==> src/rtl/lsu_pkg.sv <==
// Shared types and helpers for the load/store unit.
// The build macro LSU_MISALIGN_TRAP_EN removes the second-beat states: accesses
// crossing a word boundary then complete with an error instead of being split.
package lsu_pkg;

    // Operation code: {we, funct3}. Loads and stores share funct3 encodings,
    // so the write bit keeps every member distinct.
    typedef enum logic [3:0] {
        LB  = 4'b0000,
        LH  = 4'b0001,
        LW  = 4'b0010,
        LBU = 4'b0100,
        LHU = 4'b0101,
        SB  = 4'b1000,
        SH  = 4'b1001,
        SW  = 4'b1010
    } lsu_op_e;

    typedef enum logic [2:0] {
        S_IDLE  = 3'd0,
        S_CHK   = 3'd1,
        S_REQ1  = 3'd2,
        S_WAIT1 = 3'd3,
`ifndef LSU_MISALIGN_TRAP_EN
        S_REQ2  = 3'd4,
        S_WAIT2 = 3'd5,
`endif
        S_RESP  = 3'd6
    } lsu_state_e;

    // True when {we, funct3} names one of the supported operations.
    function automatic logic op_legal(input logic we, input logic [2:0] funct3);
        logic ok;
        case ({we, funct3})
            LB, LH, LW, LBU, LHU, SB, SH, SW: ok = 1'b1;
            default:                          ok = 1'b0;
        endcase
        return ok;
    endfunction

    // Access size in bytes (1, 2 or 4) from funct3[1:0].
    function automatic logic [2:0] size_of(input logic [2:0] funct3);
        logic [2:0] sz;
        case (funct3[1:0])
            2'b00:   sz = 3'd1;
            2'b01:   sz = 3'd2;
            default: sz = 3'd4;
        endcase
        return sz;
    endfunction

    // Byte enables for both beats: [3:0] first word, [7:4] following word.
    function automatic logic [7:0] be_mask(input logic [2:0] size, input logic [1:0] off);
        logic [7:0] m;
        case (size)
            3'd1:    m = 8'h01;
            3'd2:    m = 8'h03;
            default: m = 8'h0F;
        endcase
        return m << off;
    endfunction

endpackage

==> src/rtl/lsu_load_align.sv <==
// Load data alignment: picks the addressed bytes out of a {hi, lo} word pair
// and sign- or zero-extends them according to funct3.
module lsu_load_align
    import lsu_pkg::*;
(
    input  logic [31:0] lo,
    input  logic [31:0] hi,
    input  logic [1:0]  off,
    input  logic [2:0]  funct3,
    output logic [31:0] rdata
);

    logic [31:0] shifted_s;

    assign shifted_s = 32'({hi, lo} >> {off, 3'b000});

    // Keep the low size bytes and extend them (funct3[2] selects unsigned).
    always_comb begin
        rdata = 32'd0;
        case (funct3)
            3'b000:  rdata = {{24{shifted_s[7]}}, shifted_s[7:0]};
            3'b001:  rdata = {{16{shifted_s[15]}}, shifted_s[15:0]};
            3'b100:  rdata = {24'd0, shifted_s[7:0]};
            3'b101:  rdata = {16'd0, shifted_s[15:0]};
            default: rdata = shifted_s;
        endcase
    end

endmodule

==> src/rtl/lsu_mem_ctrl.sv <==
// Load/store initiator: accepts one request from execute, checks it, drives
// one or two word-addressed bus beats with byte enables, and returns the
// extended load data with a one-cycle completion pulse.
// Build option LSU_MISALIGN_TRAP_EN: word-crossing accesses report an error
// instead of being split into two beats.
module lsu_mem_ctrl
    import lsu_pkg::*;
#(
    parameter int ADDR_W    = 32,
    parameter int MEM_BYTES = 128
) (
    input  logic              clk,
    input  logic              rst,
    input  logic              req_valid,
    output logic              req_ready,
    input  logic              req_we,
    input  logic [2:0]        req_funct3,
    input  logic [ADDR_W-1:0] req_addr,
    input  logic [31:0]       req_wdata,
    output logic              rsp_valid,
    output logic [31:0]       rsp_rdata,
    output logic              rsp_err,
    output logic              mem_req,
    input  logic              mem_gnt,
    output logic              mem_we,
    output logic [3:0]        mem_be,
    output logic [ADDR_W-1:0] mem_addr,
    output logic [31:0]       mem_wdata,
    input  logic              mem_rvalid,
    input  logic [31:0]       mem_rdata
);

    lsu_state_e        state_r;
    lsu_state_e        state_s;

    logic              we_r;
    logic [2:0]        funct3_r;
    logic [ADDR_W-1:0] addr_r;
    logic [31:0]       wdata_r;
`ifndef LSU_MISALIGN_TRAP_EN
    logic [31:0]       beat1_r;
`endif

    logic [2:0]        size_s;
    logic [1:0]        off_s;
    logic [7:0]        be_all_s;
    logic [63:0]       wdata_all_s;
    logic [ADDR_W-1:0] base_addr_s;
    logic [ADDR_W:0]   last_byte_s;
    logic              oor_s;
    logic              cross_s;
    logic              op_ok_s;
    logic              legal_s;

    logic [31:0]       align_lo_s;
    logic [31:0]       align_hi_s;
    logic [31:0]       align_rdata_s;

    logic              req_ready_r;
    logic              rsp_valid_r;
    logic [31:0]       rsp_rdata_r;
    logic              rsp_err_r;
    logic              mem_req_r;
    logic              mem_we_r;
    logic [3:0]        mem_be_r;
    logic [ADDR_W-1:0] mem_addr_r;
    logic [31:0]       mem_wdata_r;

    assign req_ready = req_ready_r;
    assign rsp_valid = rsp_valid_r;
    assign rsp_rdata = rsp_rdata_r;
    assign rsp_err   = rsp_err_r;
    assign mem_req   = mem_req_r;
    assign mem_we    = mem_we_r;
    assign mem_be    = mem_be_r;
    assign mem_addr  = mem_addr_r;
    assign mem_wdata = mem_wdata_r;

    // Decode the latched request: lanes, shifted data, range and legality.
    always_comb begin
        size_s      = size_of(funct3_r);
        off_s       = addr_r[1:0];
        be_all_s    = be_mask(size_s, off_s);
        wdata_all_s = {32'd0, wdata_r} << {off_s, 3'b000};
        base_addr_s = {addr_r[ADDR_W-1:2], 2'b00};
        last_byte_s = {1'b0, addr_r} + {{(ADDR_W-2){1'b0}}, size_s} - {{ADDR_W{1'b0}}, 1'b1};
        oor_s       = (last_byte_s >= (ADDR_W+1)'(MEM_BYTES));
        cross_s     = (({1'b0, off_s} + size_s) > 3'd4);
        op_ok_s     = op_legal(we_r, funct3_r);
`ifdef LSU_MISALIGN_TRAP_EN
        legal_s     = op_ok_s & ~oor_s & ~cross_s;
`else
        legal_s     = op_ok_s & ~oor_s;
`endif
    end

    // Word pair for load assembly: the final beat's bus data is used directly
    // so the response can be registered on the same edge that ends the wait.
    always_comb begin
        align_lo_s = mem_rdata;
        align_hi_s = 32'd0;
`ifndef LSU_MISALIGN_TRAP_EN
        if (state_r == S_WAIT2) begin
            align_lo_s = beat1_r;
            align_hi_s = mem_rdata;
        end else begin
            align_lo_s = mem_rdata;
            align_hi_s = 32'd0;
        end
`endif
    end

    lsu_load_align u_load_align (
        .lo     (align_lo_s),
        .hi     (align_hi_s),
        .off    (off_s),
        .funct3 (funct3_r),
        .rdata  (align_rdata_s)
    );

    // Next-state logic for the access sequencer.
    always_comb begin
        state_s = state_r;
        case (state_r)
            S_IDLE: begin
                if (req_valid) state_s = S_CHK;
                else           state_s = S_IDLE;
            end
            S_CHK: begin
                if (legal_s) state_s = S_REQ1;
                else         state_s = S_RESP;
            end
            S_REQ1: begin
                if (mem_gnt) state_s = S_WAIT1;
                else         state_s = S_REQ1;
            end
            S_WAIT1: begin
                if (mem_rvalid) begin
`ifdef LSU_MISALIGN_TRAP_EN
                    state_s = S_RESP;
`else
                    if (cross_s) state_s = S_REQ2;
                    else         state_s = S_RESP;
`endif
                end else begin
                    state_s = S_WAIT1;
                end
            end
`ifndef LSU_MISALIGN_TRAP_EN
            S_REQ2: begin
                if (mem_gnt) state_s = S_WAIT2;
                else         state_s = S_REQ2;
            end
            S_WAIT2: begin
                if (mem_rvalid) state_s = S_RESP;
                else            state_s = S_WAIT2;
            end
`endif
            S_RESP:  state_s = S_IDLE;
            default: state_s = S_IDLE;
        endcase
    end

    // State register.
    always_ff @(posedge clk or posedge rst) begin
        if (rst) state_r <= S_IDLE;
        else     state_r <= state_s;
    end

    // Request fields latched on accept; first-beat read data held for splits.
    always_ff @(posedge clk or posedge rst) begin
        if (rst) begin
            we_r     <= 1'b0;
            funct3_r <= 3'd0;
            addr_r   <= {ADDR_W{1'b0}};
            wdata_r  <= 32'd0;
`ifndef LSU_MISALIGN_TRAP_EN
            beat1_r  <= 32'd0;
`endif
        end else if ((state_r == S_IDLE) && req_valid) begin
            we_r     <= req_we;
            funct3_r <= req_funct3;
            addr_r   <= req_addr;
            wdata_r  <= req_wdata;
`ifndef LSU_MISALIGN_TRAP_EN
        end else if ((state_r == S_WAIT1) && mem_rvalid) begin
            beat1_r  <= mem_rdata;
`endif
        end
    end

    // Registered outputs, decoded from the state being entered so they line
    // up with the state register; the bus fields stay constant while waiting
    // for a grant because the latched request does not change.
    always_ff @(posedge clk or posedge rst) begin
        if (rst) begin
            req_ready_r <= 1'b1;
            rsp_valid_r <= 1'b0;
            rsp_rdata_r <= 32'd0;
            rsp_err_r   <= 1'b0;
            mem_req_r   <= 1'b0;
            mem_we_r    <= 1'b0;
            mem_be_r    <= 4'd0;
            mem_addr_r  <= {ADDR_W{1'b0}};
            mem_wdata_r <= 32'd0;
        end else begin
            req_ready_r <= (state_s == S_IDLE);
            rsp_valid_r <= (state_s == S_RESP);
            rsp_err_r   <= (state_s == S_RESP) && (state_r == S_CHK);
            if ((state_s == S_RESP) && (state_r != S_CHK) && !we_r) begin
                rsp_rdata_r <= align_rdata_s;
            end else begin
                rsp_rdata_r <= 32'd0;
            end
            case (state_s)
                S_REQ1: begin
                    mem_req_r   <= 1'b1;
                    mem_we_r    <= we_r;
                    mem_be_r    <= be_all_s[3:0];
                    mem_addr_r  <= base_addr_s;
                    mem_wdata_r <= we_r ? wdata_all_s[31:0] : 32'd0;
                end
`ifndef LSU_MISALIGN_TRAP_EN
                S_REQ2: begin
                    mem_req_r   <= 1'b1;
                    mem_we_r    <= we_r;
                    mem_be_r    <= be_all_s[7:4];
                    mem_addr_r  <= base_addr_s + {{(ADDR_W-3){1'b0}}, 3'd4};
                    mem_wdata_r <= we_r ? wdata_all_s[63:32] : 32'd0;
                end
`endif
                default: begin
                    mem_req_r   <= 1'b0;
                    mem_we_r    <= 1'b0;
                    mem_be_r    <= 4'd0;
                    mem_addr_r  <= {ADDR_W{1'b0}};
                    mem_wdata_r <= 32'd0;
                end
            endcase
        end
    end

endmodule

==> config.mk <==
export PLATFORM = sky130hd
export DESIGN_NAME = lsu_mem_ctrl
export DESIGN_NICKNAME = d
export VERILOG_FILES = /design/src/rtl/lsu_pkg.sv /design/src/rtl/lsu_load_align.sv /design/src/rtl/lsu_mem_ctrl.sv
export SDC_FILE = /design/constraint.sdc
export NUM_CORES = 1
export LEC_CHECK = 0
export BUFFER_PORTS_ARGS = -buffer_cell sky130_fd_sc_hd__buf_2
export CAP_MARGIN = 15
export CELL_PAD_IN_SITES_DETAIL_PLACEMENT = 2
export CELL_PAD_IN_SITES_GLOBAL_PLACEMENT = 2
export CORE_ASPECT_RATIO = 0.8
export CORE_MARGIN = 5
export CORE_UTILIZATION = 35
export CTS_CLUSTER_SIZE = 10
export DETAILED_ROUTE_END_ITERATION = 7
export GPL_TIMING_DRIVEN = 1
export PLACE_DENSITY_LB_ADDON = 0.1
export SYNTH_ARGS = -nofsm -noshare
export SYNTH_HDL_FRONTEND = slang
export SYNTH_SLANG_ARGS = --single-unit
==> constraint.sdc <==
create_clock -name clk -period 10.2 [get_ports clk]
set_input_delay 3.06 -clock clk [delete_from_list [all_inputs] [get_ports clk]]
set_output_delay 3.06 -clock clk [all_outputs]
set_load 0.005 [all_outputs]
==> qor.csv <==
stage,metric,value,unit
final_layout,area delta synth->final,17.0,%
synthesis,"EDFF count, synth",0,
critical_path,crit path DAT,7.14,ns
final_layout,area occupied by multi-input gates,0.00680,sq mm
clock_network,H-tree depth,1,
synthesis,Cells after Synth,1363,
power,switching share of power,0.498,
synthesis,"Primary FF master, synth",dfrtp_1,
power,P_leak,7.18,nW
floorplan,Initial Util,0.352,
synthesis,"flops & latches, synth",206,
grt,number of global-route vias before repair,12300,
synthesis,top post-synthesis cells by area,"dfrtp_1 41%, mux2_2 6.7%, ha_1 6.5%",
clock_network,CTS max path bufs,3,
grt,first-pass GRT wire length,73800,um
route,Final ANT Viol Nets,0,
critical_path,end of the worst register-to-register path,mem_wdata[29],
clock_network,number of clock sinks,206,
timing,Fin Hold WS,0.504,ns
clock_network,Worst-path clk slew,0.06,ns
critical_path,CP startpoint kind,flop,
timing,Max-Slew Margin vs Limit,0.329,
final_layout,share of cells above drive strength 1,0.229,
timing,Fin. Hold Viols,0,
worst_hold_path,min-delay src,beat1_r[7],
critical_path,CP Cell Sequence,"inv_1, nand2_1, ha_1, inv_1, ha_1, inv_1, fa_1, nor2b_1, o31ai_1, a21oi_1, and4b_1, a211oi_1, nand4_1, or4_1, nor4_2, o21a_2, inv_4, nor2_8, and4_1",
critical_path,Worst path most repeated cell,inv_1,
synthesis,synthesized area per cell,9.21,sq um
critical_path,CP Class,flop to flop,
final_layout,NumNets Final,1695,
clock_network,Post-CTS Setup Bufs,0,
floorplan,# rows,62,
grt,initial antenna violation count,1,
synthesis,"count leader, synth",dfrtp_1,
timing,Final setup viols,0,
critical_path,max incr delay on CP,0.87,ns
run,max-cap violations,0,
synthesis,Yosys top cell by area,dfrtp_1,
clock_network,# resized after CTS,0,
synthesis,post-synthesis sequential area ratio,0.411,
power,internal power,0.00278,W
route,drt first-iter violations,653,
timing,RSZ-0062 raised after global routing,no,
clock_network,worst skew pair latency,0.55,ns
grt,met1 Use GR,0.334,
placement,DPL Wire Length,33800,um
outcome,status,"complete, no violations",
route,via density per instance,5.56,
grt,largest net degree at the start of global routing,135,
synthesis,Synth top cells by count,"205 x dfrtp_1, 188 x nand2_1, 113 x o21ai_0, 81 x a21oi_1, 75 x mux2_2",
grt,total congestion overflow,0,
synthesis,YS warnings,0,
synthesis,Synth Cell Area,0.0126,sq mm
route,drt first pass iters,4,
synthesis,share of the synthesized area in the top cell type,0.409,
final_layout,Final Util,0.412,
power,Max IR drop VDD,0.000176,V
timing,clock skew,0.0195,ns
placement,IO buf count,207,
grt,Total Routing Usage GR,0.231,
timing,fin crit share,0.653,
clock_network,CTS Hold Buffers Added,0,
final_layout,fill count,3937,
clock_network,CTS tree,done,
critical_path,crit end category,flop,
floorplan,Die ar.,0.0398,sq mm
synthesis,Async SR Flop Fraction,1.00,
critical_path,buffers plus inverters on the worst setup path,4,
timing,"Slew Viols, Final",0,
synthesis,post-synth cell types,72,
timing,post-route minimum period,6.66,ns
placement,routability cong.,0.839,
critical_path,FF-to-FF path depth,19,
critical_path,"Slowest-stage cell, CP",dfrtp_1,
floorplan,Core Region,0.0357,sq mm
power,P_sw,0.00276,W
floorplan,io pins,210,
route,routed via count,11200,
clock_network,root buffer cell,clkbuf_16,
power,PwrDens,377,mW/mm^2
power,Seq pwr share,0.254,
route,Wirelength per Cell,23.3,um
power,Comb power frac,0.591,
worst_hold_path,Hold WC Path Type,flop to flop,
timing,fmax,150,MHz
floorplan,Vert. Die Dim,179,um
timing,Worst Tran Pin Value,0.999,ns
worst_hold_path,Worst Hold Endpoint,beat1_r[7],
critical_path,cell family with most CP delay,simple AND/OR/NAND/NOR gates,
timing,setup TNS,0,ns
critical_path,crit path max fanout,37,
critical_path,Reg2Reg Setup Slack,3.54,ns
final_layout,antenna diode count,0,
grt,grt peak-use layer,met2,
final_layout,FF+latch area,0.00516,sq mm
grt,M3 GR Usage,0.0386,
floorplan,chip width,222,um
worst_hold_path,Hold Path Depth,1,
route,final wirelength,47000,um
grt,met2 GRT Util,0.370,
critical_path,CP required,10.67,ns
critical_path,FF-to-FF Start,funct3_r[1],
route,DRC errors left,0,
clock_network,CTS Buf Count,26,
power,Clock power frac,0.155,
final cells by class:
cell class,count,share of cell area
clock buffer,36,0.0482
sequential,206,0.351
multi-input combinational,1010,0.463
tap,480,0.0409
inverter,59,0.0158
timing repair buffer,220,0.0772
clock inverter,3,0.00375
kinds of logic (layout without fill, tap and decap cells):
| logic type | after synthesis | in the layout | share of synthesized area |
|---|---|---|---|
| AOI/OAI and AO/OA | 339 | 339 | 0.172 |
| xor gates and xnor gates | 20 | 20 | 0.0140 |
| adders and majority gates | 67 | 67 | 0.0680 |
| buffers and inverters | 148 | 318 | 0.0494 |
| DFF | 206 | 206 | 0.411 |
| muxes | 135 | 135 | 0.116 |
| other | 1 | 2 | 0.000299 |
| and+or+nand+nor | 447 | 447 | 0.170 |
stage by stage:
stage	power [W]	instances	setup slack (ns)	area, sq um
final	0.00554	2014	3.54	14700
after global routing	0.00597	2014	3.23	14700
after CTS	0.00556	2014	3.57	14700
after detailed placement	0.00466	1975	3.60	13900
after global placement	0.00455	1975	3.84	13900
after floorplan	0.00360	1364	1.52	12600
how the worst max path moves through the flow:
stage                     start       endpoint  cells after the start
floorplan                   rst      addr_r[0]                      1
global placement    funct3_r[1]  mem_wdata[27]                     19
detailed placement  funct3_r[1]  mem_wdata[29]                     19
CTS                 funct3_r[1]  mem_wdata[29]                     19
global route        funct3_r[1]  mem_wdata[29]                     19
finish              funct3_r[1]  mem_wdata[29]                     19
power by group through the flow:
| stage | sequential [W] | combinational, W | clock (W) |
|---|---|---|---|
| floorplan | 0.00130 | 0.00230 | 0 |
| global placement | 0.00140 | 0.00315 | 0 |
| detailed placement | 0.00142 | 0.00324 | 0 |
| CTS | 0.00141 | 0.00327 | 0.000878 |
| global route | 0.00145 | 0.00361 | 0.000914 |
| finish | 0.00141 | 0.00327 | 0.000856 |
placed cells by master (no fill, tap or decap), drive strengths merged, types with 54 or more instances in the layout:
cell,n
mux2,75
nand2,188
ha,65
buf,220
dfrtp,205
o21ai,114
mux2i,59
nor2,54
a21oi,81
nand3,57
inv,60
state kept, by name, summed over array words and instances, names as in the netlist:
name,cells
addr_r,32
beat1_r,32
mem_wdata,32
rsp_rdata,32
wdata_r,32
mem_addr,30
mem_be,4
funct3_r,3
state_r,3
mem_req,1
mem_we,1
req_ready,1
rsp_err,1
rsp_valid,1
we_r,1
metal layers:
metal | wire length (um) | vias to the layer above
li1 | - | 5183
met1 | 23000 | 5734
met2 | 21100 | 220
met3 | 1940 | 54
met4 | 979 | 2
met5 | 7 | -
Power figures use the tool's default switching activity.
